`src/rtl/mips_cpu_pkg.sv`:
```
// Shared MIPS core types: opcode/function fields plus load/store unit size and state.
package mips_cpu_pkg;

  typedef enum logic [5:0] {
    OP_SPECIAL = 6'h00,
    OP_LB      = 6'h20,
    OP_LH      = 6'h21,
    OP_LW      = 6'h23,
    OP_LBU     = 6'h24,
    OP_LHU     = 6'h25,
    OP_SB      = 6'h28,
    OP_SH      = 6'h29,
    OP_SW      = 6'h2b
  } opcode_t;

  typedef enum logic [5:0] {
    FN_SLL  = 6'h00,
    FN_JR   = 6'h08,
    FN_ADDU = 6'h21,
    FN_SUBU = 6'h23,
    FN_AND  = 6'h24,
    FN_OR   = 6'h25
  } funct_t;

  typedef enum logic [1:0] {
    BYTE    = 2'b00,
    HALF    = 2'b01,
    WORD    = 2'b10,
    ILLEGAL = 2'b11
  } lsu_size_t;

  typedef enum logic [1:0] {
    IDLE = 2'd0,
    BUS  = 2'd1,
    RESP = 2'd2
  } lsu_state_t;

  // Illegal size counts as misaligned so both reject paths share one flag.
  function automatic logic lsu_misaligned(input lsu_size_t size, input logic [1:0] addr_lo);
    case (size)
      BYTE:    return 1'b0;
      HALF:    return addr_lo[0];
      WORD:    return addr_lo != 2'b00;
      default: return 1'b1;
    endcase
  endfunction

endpackage

```
`src/rtl/mips_cpu_lsu_lane.sv`:
```
// Byte-lane steering for the load/store unit: byte enables, store replication,
// load lane extraction with extension, and the misalignment flag.
module mips_cpu_lsu_lane
  import mips_cpu_pkg::*;
(
  input  lsu_size_t   size,
  input  logic [1:0]  addr_lo,
  input  logic        is_signed,
  input  logic [31:0] wdata,
  input  logic [31:0] rdata,
  output logic [3:0]  byteenable,
  output logic [31:0] wdata_rep,
  output logic [31:0] rdata_ext,
  output logic        misaligned
);

  logic [7:0]  rbyte;
  logic [15:0] rhalf;

  assign misaligned = lsu_misaligned(size, addr_lo);
  assign rhalf      = addr_lo[1] ? rdata[31:16] : rdata[15:0];

  always_comb begin
    rbyte = rdata[7:0];
    case (addr_lo)
      2'd1:    rbyte = rdata[15:8];
      2'd2:    rbyte = rdata[23:16];
      2'd3:    rbyte = rdata[31:24];
      default: rbyte = rdata[7:0];
    endcase
  end

  always_comb begin
    byteenable = 4'b0000;
    wdata_rep  = wdata;
    rdata_ext  = rdata;
    case (size)
      BYTE: begin
        byteenable = 4'b0001 << addr_lo;
        wdata_rep  = {4{wdata[7:0]}};
        rdata_ext  = {{24{is_signed & rbyte[7]}}, rbyte};
      end
      HALF: begin
        byteenable = addr_lo[1] ? 4'b1100 : 4'b0011;
        wdata_rep  = {2{wdata[15:0]}};
        rdata_ext  = {{16{is_signed & rhalf[15]}}, rhalf};
      end
      WORD: begin
        byteenable = 4'b1111;
      end
      default: begin
        byteenable = 4'b0000;
      end
    endcase
  end

endmodule

```
`src/rtl/mips_cpu_lsu.sv`:
```
// Load/store unit bridging the execute stage to an Avalon-MM master port.
//   state | meaning
//   IDLE  | ready for a request; misaligned/illegal requests go straight to RESP
//   BUS   | Avalon read/write asserted, held while waitrequest (watchdog may abort)
//   RESP  | one-cycle resp_valid; load data sampled from readdata this cycle
module mips_cpu_lsu
  import mips_cpu_pkg::*;
#(
  parameter int WAIT_LIMIT = 0
) (
  input  logic        clk,
  input  logic        reset,
  input  logic        req_valid,
  output logic        req_ready,
  input  logic        req_write,
  input  logic [1:0]  req_size,
  input  logic        req_signed,
  input  logic [31:0] req_addr,
  input  logic [31:0] req_wdata,
  output logic        resp_valid,
  output logic [31:0] resp_rdata,
  output logic        resp_err,
  output logic [31:0] address,
  output logic        write,
  output logic        read,
  input  logic        waitrequest,
  output logic [31:0] writedata,
  output logic [3:0]  byteenable,
  input  logic [31:0] readdata
);

  localparam int CNT_W = (WAIT_LIMIT > 0) ? $clog2(WAIT_LIMIT + 1) : 1;
  localparam logic [CNT_W-1:0] CNT_LAST = CNT_W'((WAIT_LIMIT > 0) ? WAIT_LIMIT - 1 : 0);

  lsu_state_t       state;
  lsu_size_t        size_l;
  logic             write_l;
  logic             signed_l;
  logic             err_l;
  logic [31:0]      addr_l;
  logic [31:0]      wdata_l;
  logic [CNT_W-1:0] wait_cnt;

  lsu_size_t        lane_size;
  logic [1:0]       lane_addr_lo;
  logic             lane_signed;
  logic [31:0]      lane_wdata_in;
  logic [3:0]       lane_be;
  logic [31:0]      lane_wdata;
  logic [31:0]      lane_rdata;
  logic             lane_mis;
  logic             in_idle;
  logic             in_bus;
  logic             timeout;

  assign in_idle = (state == IDLE);
  assign in_bus  = (state == BUS);
  assign timeout = (WAIT_LIMIT > 0) && waitrequest && (wait_cnt == CNT_LAST);

  // In IDLE the lane logic looks at the incoming request to classify it;
  // afterwards it works from the latched copy.
  assign lane_size     = in_idle ? lsu_size_t'(req_size) : size_l;
  assign lane_addr_lo  = in_idle ? req_addr[1:0] : addr_l[1:0];
  assign lane_signed   = in_idle ? req_signed : signed_l;
  assign lane_wdata_in = in_idle ? req_wdata : wdata_l;

  mips_cpu_lsu_lane u_lane (
    .size       (lane_size),
    .addr_lo    (lane_addr_lo),
    .is_signed  (lane_signed),
    .wdata      (lane_wdata_in),
    .rdata      (readdata),
    .byteenable (lane_be),
    .wdata_rep  (lane_wdata),
    .rdata_ext  (lane_rdata),
    .misaligned (lane_mis)
  );

  assign req_ready  = in_idle && !reset;
  assign read       = in_bus && !write_l;
  assign write      = in_bus && write_l;
  assign address    = in_bus ? {addr_l[31:2], 2'b00} : 32'd0;
  assign writedata  = in_bus ? lane_wdata : 32'd0;
  assign byteenable = in_bus ? lane_be : 4'b0000;
  assign resp_valid = (state == RESP);
  assign resp_err   = resp_valid && err_l;
  assign resp_rdata = (resp_valid && !err_l && !write_l) ? lane_rdata : 32'd0;

  always_ff @(posedge clk) begin
    if (reset) begin
      state    <= IDLE;
      size_l   <= BYTE;
      write_l  <= 1'b0;
      signed_l <= 1'b0;
      err_l    <= 1'b0;
      addr_l   <= 32'd0;
      wdata_l  <= 32'd0;
      wait_cnt <= '0;
    end else begin
      case (state)
        IDLE: begin
          if (req_valid) begin
            size_l   <= lsu_size_t'(req_size);
            write_l  <= req_write;
            signed_l <= req_signed;
            addr_l   <= req_addr;
            wdata_l  <= req_wdata;
            err_l    <= lane_mis;
            wait_cnt <= '0;
            state    <= lane_mis ? RESP : BUS;
          end
        end
        BUS: begin
          if (!waitrequest) begin
            state <= RESP;
          end else if (timeout) begin
            err_l <= 1'b1;
            state <= RESP;
          end else begin
            wait_cnt <= wait_cnt + 1'b1;
          end
        end
        RESP: state <= IDLE;
        default: state <= IDLE;
      endcase
    end
  end

endmodule

```
`config.mk`:
```
export PLATFORM = sky130hd
export DESIGN_NAME = mips_cpu_lsu
export DESIGN_NICKNAME = d
export VERILOG_FILES = /design/src/rtl/mips_cpu_pkg.sv /design/src/rtl/mips_cpu_lsu_lane.sv /design/src/rtl/mips_cpu_lsu.sv
export SDC_FILE = /design/constraint.sdc
export NUM_CORES = 1
export LEC_CHECK = 0
export CAP_MARGIN = 25
export CORE_UTILIZATION = 25
export DETAILED_ROUTE_END_ITERATION = 16
export HOLD_SLACK_MARGIN = 0.02
export PLACE_DENSITY = 0.53
export SYNTH_ARGS = -nofsm -noshare
export SYNTH_HDL_FRONTEND = slang
export SYNTH_SLANG_ARGS = --single-unit
```
`constraint.sdc`:
```
create_clock -name clk -period 2.6 [get_ports clk]
set_input_delay 0.52 -clock clk [delete_from_list [all_inputs] [get_ports clk]]
set_output_delay 0.52 -clock clk [all_outputs]
set_load 0.03 [all_outputs]
```
==> results of run 1 <==
-- metrics by stage --
stage	hold WS, ns	total power, W	cells
after floorplan	0.4317	0.002237	591
after global placement	0.4393	0.002990	1021
after detailed placement	0.4439	0.003002	1021
after CTS	0.4511	0.004832	1063
after global routing	0.4713	0.005202	1077
final	0.4487	0.004955	1077
-- sequential cells by signal, summed over array words and instances, names as in the netlist --
signal	flops
addr_l	32
err_l	1
signed_l	1
size_l	2
state	2
wdata_l	32
write_l	1
-- power by group --
group	switching, W	total [W]	leakage, nW	internal, W
combinational	0.00123	0.00234	2.59	0.00111
sequential	0.0000823	0.00128	0.585	0.00120
clock	0.000474	0.00134	0.162	0.000862
total	0.00178	0.00496	3.33	0.00317
-- tightest hold or removal path, stage by stage, from the launching register on --
cell     delay [ns]
dfxtp_1        0.30
nand2_1        0.05
a21oi_1        0.05
-- timing repair --
item / CTS / global route
buffers inserted: 22 / 14
endpoints found under the hold margin: 0 / 0
gates resized for setup: 177 / 53
cloned: 5 / 0
setup endpoints to repair: 61 / 74
pin swaps: 40 / 32
-- worst paths after layout --
kind | startpoint | end | slack (ns) | depth (start not counted)
setup / recovery | state[1] | resp_rdata[16] | -0.30 | 9
hold / removal | addr_l[29] | addr_l[29] | 0.45 | 2
setup reg to reg | state[1] | state[1] | 0.45 | 10
hold reg to reg | addr_l[29] | addr_l[29] | 0.45 | 2
-- synth_stat cells (2+ instances only) --
master	count	area [µm²]
mux2i_1	18	180.2
buf_4	3	22.52
a31oi_1	2	12.51
o31ai_1	2	15.01
clkbuf_1	31	116.4
nor2b_1	3	18.77
o22ai_1	7	43.79
a222oi_1	3	30.03
and2_1	42	262.8
nand3b_1	2	15.01
buf_2	9	45.04
nor2_1	42	157.7
buf_1	2	7.510
nor3_1	2	10.01
dfxtp_1	71	1421
nand2b_1	2	12.51
mux2_2	11	123.9
nand2_1	151	566.8
o21ai_1	2	10.01
o221ai_1	4	35.03
a22oi_1	12	90.09
inv_1	9	33.78
a21oi_1	98	490.5
nor4b_1	3	26.28
o21ai_0	24	120.1
nand3_1	9	45.04
a21oi_2	2	17.52
-- logic make-up after synthesis --
logic type / share of synthesized area
buffers and inverters: 0.05650
flip-flops: 0.3396
multiplexers: 0.07593
AND/OR/NAND/NOR: 0.2849
AO/OA/AOI/OAI: 0.2422
other: 0.0008960
-- area by class of cell --
class / count / share of cell area
well taps: 216 / 0.03283
flip-flops and latches: 71 / 0.1736
multi-input cells: 465 / 0.3893
inverters: 9 / 0.004104
clock buffers: 10 / 0.02903
repair buffers: 300 / 0.3610
clock inverters: 6 / 0.01018
-- layout by cell type (no fill, tap or decap), drive strengths merged, types with 2 or more instances in the layout --
master,synthesis,layout
buf,15,190
nand2,151,151
clkdlybuf4s50,0,100
a21oi,100,100
dfxtp,71,71
nor2,43,43
and2,42,42
o21ai,28,28
mux2i,19,19
a22oi,12,12
clkbuf,31,11
mux2,11,11
inv,9,9
nand3,9,9
o22ai,7,7
dlygate4sd2,0,6
o221ai,4,4
clkinv,0,4
a31oi,4,4
nor4b,3,3
a222oi,3,3
nor2b,3,3
nor4,2,2
nand3b,2,2
o31ai,2,2
conb,1,2
bufinv,0,2
nand2b,2,2
a211oi,2,2
nor3,2,2
-- metal layers --
metal / vias up / part of all wire
li1: 2554 / -
met1: 2529 / 0.42
met5: - / 0
met4: 0 / 0.021
met2: 214 / 0.49
met3: 27 / 0.071
==> summary by stage, run 1 <==
Run status
The run finished, with violations left. The checks that failed: setup timing.

Place
At the placement stage, the worst setup path has a slack of -0.7379 ns. The global placement routability congestion is 0.9018. The count of buffers added on input and output ports is 206. In this run the cell area measured after placement is 0.006628 mm². After legalization and detailed placement, the total HPWL measured 12860 µm.

Synth
In this run, synthesis produced a sequential element count of 71. The synthesized design contains 0 enable-type register cells. For this run, the number of Yosys warnings is 0. Of all flip-flops after synthesis, the portion carrying an async set or reset was 0. The prevailing post-synth register cell is dfxtp_1. The share of the yosys chip area belonging to registers is 0.3396. Counting every instance in the synthesized netlist gives 590. The count of different cell masters after synthesis is 51. The average cell area after synthesis is 7.094 µm².

The area of the mapped netlist is 0.004185 mm².

STA
After layout, the minimum clock period comes to 2.904 ns. The hold violation total from the final report is 0. The headroom to the max-slew limit is 0.4702.

Dividing the final minimum period by the clock period gives 1.117. For this run, the top clock speed supported by timing is 344.4 MHz. The final setup skew is 0.006599 ns. The final sum of negative setup slack is -9.754 ns.

The max-slew violation count came to 0. The setup slack after layout is -0.3035 ns. At the pin with the least slew margin, the transition time is 0.7946 ns. Setup repair after global routing could not meet its margin everywhere. The setup-violating endpoint count in the final report is 57.

Setup path
The data required time at the worst endpoint is 2.08 ns. The element type at the critical path start is a flip-flop. In this design, the stage delay of the slowest critical-path cell is 0.36 ns.

The number of buffers and inverters on the critical path is 4. The worst setup path is captured at a primary output. In this design, the largest share of critical-path delay is due to buffers and inverters.

The signal on the critical path passes through nor2_4 > mux2_4 > buf_6 > nor4_4 > buf_4 > o21ai_4 > clkbuf_16 > a22oi_2 > buf_6. The arrival time at the worst endpoint is 2.38 ns. The category of the critical setup timing path is reg2out.

The most used cell along the critical path is buf_6. The largest driver fanout on the critical path is 8. The largest individual stage delay along the critical path comes from the cell dfxtp_4.

GRT
The routing layer with the top usage in global route is met2. The number of antenna violations at the first check in global routing came to 0. The first-pass GRT wire length is 28990 µm.

Entering global routing, the biggest net connects 73 pins. The met3 track utilization from global routing is 0.05748. The global routing met1 resource utilization is 0.2616.

For met2 alone, demand over resource in global routing was 0.3582. The global-route total usage across every layer is 0.2129. The via count of the first global-routing pass is 5262.

Global routing finished with a remaining overflow of 0.

Route
The count of nets left with antenna violations once routing finished came out at 0. The routed via count divided by cell count is 4.943. The DRC violation total after the first TritonRoute iteration is 266. The number of vias after detailed routing is 5324.

In the routed design, unresolved DRC markers number 0. For this block, the routed nets add up to 18800 µm of wire. The wire length per cell after detailed routing is 17.46 µm. The number of iterations in the first detailed-routing pass is 5.

Finish
In the final layout, the share of cells above drive strength 1 is 0.3717. Registers take 0.001429 mm². The final antenna diode count is 0. In the final layout, the multi-input gates occupy 0.003204 mm².

At the end of the flow the core is filled with cells to 0.5108. The total non-filler cell area in the finished layout is 0.008232 mm². The final-layout fill cell count is 1530. The net count of the finished layout is 960. The area growth from synthesis to layout is 96.68%.

Die
The region available for standard cell placement spans 0.01612 mm². During I/O placement, the number of pins put on the boundary was 209. The floorplan step set the die height to 131.4 µm. The floorplan step set the die width to 131.4 µm. The total die area is 0.01726 mm².

The starting utilization of the core area is 0.2597. The number of rows created at floorplan is 46.

CTS
After clock tree synthesis, the clock-pin slew on the worst setup and hold paths is 0.06 ns. The H-tree was split into 3 levels. The hold buffer count at CTS is 0. The number of buffers created by CTS is 9. At the later pin of the worst-skew pair, clock insertion delay measures 0.34 ns.

The tree is rooted in a clkbuf_16. The worst-case clock buffer depth is 2. TritonCTS built the clock tree.

The TritonCTS sink count is 71.

Power
VDD sags by at most 0.3230 mV. In this run the static leakage power is 3.332 nW. For this design the ratio of total power to cell area is 602.0 mW/mm².

Hold path
The path class of the tightest hold or removal check is reg2reg.

Flow run
The number of violations of the max-capacitance limit is 0.
Power figures use the tool's default switching activity.
==> inputs of run 2 (changes only) <==
--- a/config.mk
+++ b/config.mk
@@ -9,7 +9,6 @@
 export CORE_UTILIZATION = 25
 export DETAILED_ROUTE_END_ITERATION = 16
 export HOLD_SLACK_MARGIN = 0.02
-export PLACE_DENSITY = 0.53
 export SYNTH_ARGS = -nofsm -noshare
 export SYNTH_HDL_FRONTEND = slang
 export SYNTH_SLANG_ARGS = --single-unit
==> summary by stage, run 2 (same netlist as run 1, synthesis figures left out) <==
GRT
The number of antenna violations at the first check in global routing is 0 (unchanged). The maximum number of pins on one net before global-route repair is 73 (unchanged). The first-pass GRT wire length is 27650 µm (-4.6%). The global-route total usage across every layer was 0.2017 (-0.01119). The via count of the first global-routing pass was 4971 (-5.5%). The leftover overflow at the end of global routing is 0 (unchanged).

Setup path
The largest driver fanout on the critical path is 16 (+8). The element type at the critical path start is a flip-flop. The arrival time at the worst endpoint was 2.39 ns (about the same).

STA classifies the critical path endpoint as a primary output. The data required time at the worst endpoint is 2.08 ns (about the same). The worst setup path is of the reg2out kind.

CTS
The later-pin clock latency in the skew report came to 0.34 ns (about the same). The CTS tree is built. The clock input transition at the sequential cells of the worst setup and hold paths is 0.06 ns (about the same). The worst-case clock buffer depth is 2 (unchanged). The hold buffer count at CTS is 0 (unchanged). The number of buffers created by CTS came to 9 (unchanged).

The number of H-tree branching levels is 3 (unchanged). The TritonCTS sink count is 71 (unchanged). The buffer type at the clock tree root is clkbuf_16.

Finish
The area growth from synthesis to layout is 91.57%. The final standard cell utilization of the core was 0.4975 (-0.01328). The largest registers in the layout are addr_l (32), wdata_l (32).

The net count of the finished layout came to 953 (-0.73%). The most common cell after layout, fill and taps aside is nand2_1. The fraction of layout cells with a size suffix above 1 is 0.3513 (-0.02037). The library cells used most frequently in the layout, excluding fill and tap cells, are nand2_1 (148), buf_4 (122), clkdlybuf4s50_1 (103), a21oi_1 (72), dfxtp_1 (69). The final antenna diode count is 0 (unchanged).

Route
The sum of routed wire length over all layers is 18090 µm (-3.8%). The number of DRC violations after detailed routing was 0 (unchanged). The DRC violation total after the first TritonRoute iteration is 229 (-14%). The routed via count divided by cell count is 4.834 (-2.2%). The wire length per cell after detailed routing is 16.91 µm (-3.2%). The number of iterations in the first detailed-routing pass is 4 (-1). The number of vias after detailed routing came to 5172 (-2.9%).

The remaining antenna violation count after routing is 0 (unchanged).

Power
The switching power is 0.001745 W (-2.2%). The portion of total power attributed to sequential cells came to 0.253 (-0.006). The post-route total power was 0.005034 W (+1.6%). The static leakage is 3.252 nW (-2.4%). The largest vdd supply drop is 0.4171 mV (+29%).

The switching share of total power is 0.3466 (-0.01346). The power density of the placed cells is 627.8 mW/mm² (+4.3%). The internal power component is 0.003289 W (+3.7%). The clock power share came to 0.299 (+0.030).

The combinational fraction of design power is 0.448 (-0.024).

STA
The ratio of final minimum period to clock period is 1.118 (+0.001752). The max-slew violation count is 0 (unchanged). The worst-margin pin slew was 0.8338 ns (+0.03913 ns).

Setup repair after global routing could not meet its margin everywhere. The final setup skew came to 0.005175 ns (-0.001425 ns). The setup slack after layout is -0.3081 ns (-0.004554 ns). The headroom to the max-slew limit came to 0.4442 (-0.02609). The hold violation total from the final report is 0 (unchanged). The upper clock frequency limit was 343.9 MHz (-0.16%).

The setup-violating endpoint count in the final report was 58 (+1.8%). The minimum period implied by the final worst setup slack was 2.908 ns (+0.004554 ns).

Die
The die extent in x is 131.4 µm (unchanged). The standard cell core area is 0.01612 mm² (unchanged). The starting utilization of the core area is 0.2597 (unchanged). The total die area is 0.01726 mm² (unchanged). The number of I/O pins is 209 (unchanged). The number of rows created at floorplan came to 46 (unchanged). The vertical extent of the die is 131.4 µm (unchanged).

Place
The global placement routability congestion came to 0.8720 (-3.3%). The worst slack at placement is -0.6748 ns (+0.06310 ns). The estimated wirelength of the detail-placed design is 11930 µm (-7.2%).

The port buffer count is 206 (unchanged).

Flow run
The number of violations of the max-capacitance limit is 0 (unchanged).

Run status
The run finished, with violations left. The checks that failed: setup timing.

Hold path
The min-delay analysis places its worst path in the category reg2reg.
[run 2: changes by cell type in the layout (fill, tap and decap cells not counted), moves of 3 or more]
cell,change
buf_6,-11
a21oi_4,-6
buf_12,+6
a21oi_2,+5
mux2i_2,-5
mux2i_1,+4
o221ai_2,+4
o221ai_4,-4
buf_4,+3
clkdlybuf4s50_1,+3
clkinv_2,-3
nand2_1,+3
nand2_4,-3
[run 2: worst paths after layout]
path | startpoint | end | slack, ns | depth (start not counted)
worst max-delay path | state[1] | resp_rdata[25] | -0.31 | 9
worst min-delay path | addr_l[27] | addr_l[27] | 0.45 | 2
worst max register to register | state[0] | state[0] | 0.47 | 12
worst min register to register | addr_l[27] | addr_l[27] | 0.45 | 2
[run 2: power by group through the flow]
stage	combinational (W)	clock [W]	sequential [W]
after global routing	0.00240	0.00160	0.00129
final	0.00225	0.00151	0.00127
after CTS	0.00208	0.00155	0.00127
after global placement	0.00173	0	0.00129
after floorplan	0.000967	0	0.00127
after detailed placement	0.00173	0	0.00129
[run 2: layout make-up]
class                   instances  area (µm²)
clock inverters                 4       98.84
well taps                     216       270.3
repair buffers                293        2885
multi-input cells             465        3034
fillers                      1564        8098
flip-flops and latches         71        1429
clock buffers                  12       266.5
inverters                       9       33.78
[run 2: metrics by stage]
stage / instance area, µm² / instances / hold WS, ns / TNS [ns]
after floorplan: 4222 / 591 / 0.4317 / -0.9386
after global placement: 6678 / 1025 / 0.4375 / -21.17
after detailed placement: 6678 / 1025 / 0.4421 / -21.50
after CTS: 7640 / 1064 / 0.4502 / -12.56
after global routing: 8018 / 1070 / 0.4617 / -15.72
final: 8018 / 1070 / 0.4474 / -10.95
[run 2: repair_timing]
item,CTS,global route
pin swaps,20,18
gates resized for setup,97,79
setup endpoints to repair,58,58
endpoints found under the hold margin,0,0
setup buffers,21,6
cloned,2,0
[run 2: critical path: stages, from the launching register on]
cell and delay, ns:
dfxtp_4 0.36, buf_8 0.13, buf_4 0.15, or3b_1 0.41
a21oi_2 0.26, nor4_4 0.10, o21ai_4 0.15, buf_12 0.20
a21oi_1 0.09, buf_4 0.17
[run 2: metal layers]
layer | wire [µm] | track usage
met1 | 7788 | 0.2501
met4 | 403 | 0.06848
met5 | 0 | 0
met3 | 1272 | 0.06366
met2 | 8628 | 0.3283
==> inputs of run 3 (changes only) <==
--- a/config.mk
+++ b/config.mk
@@ -5,7 +5,7 @@
 export SDC_FILE = /design/constraint.sdc
 export NUM_CORES = 1
 export LEC_CHECK = 0
-export CAP_MARGIN = 25
+export CAP_MARGIN = 10
 export CORE_UTILIZATION = 25
 export DETAILED_ROUTE_END_ITERATION = 16
 export HOLD_SLACK_MARGIN = 0.02
==> results of run 3 <==
The final DEF is identical to that of run 2; final timing and power are the same.
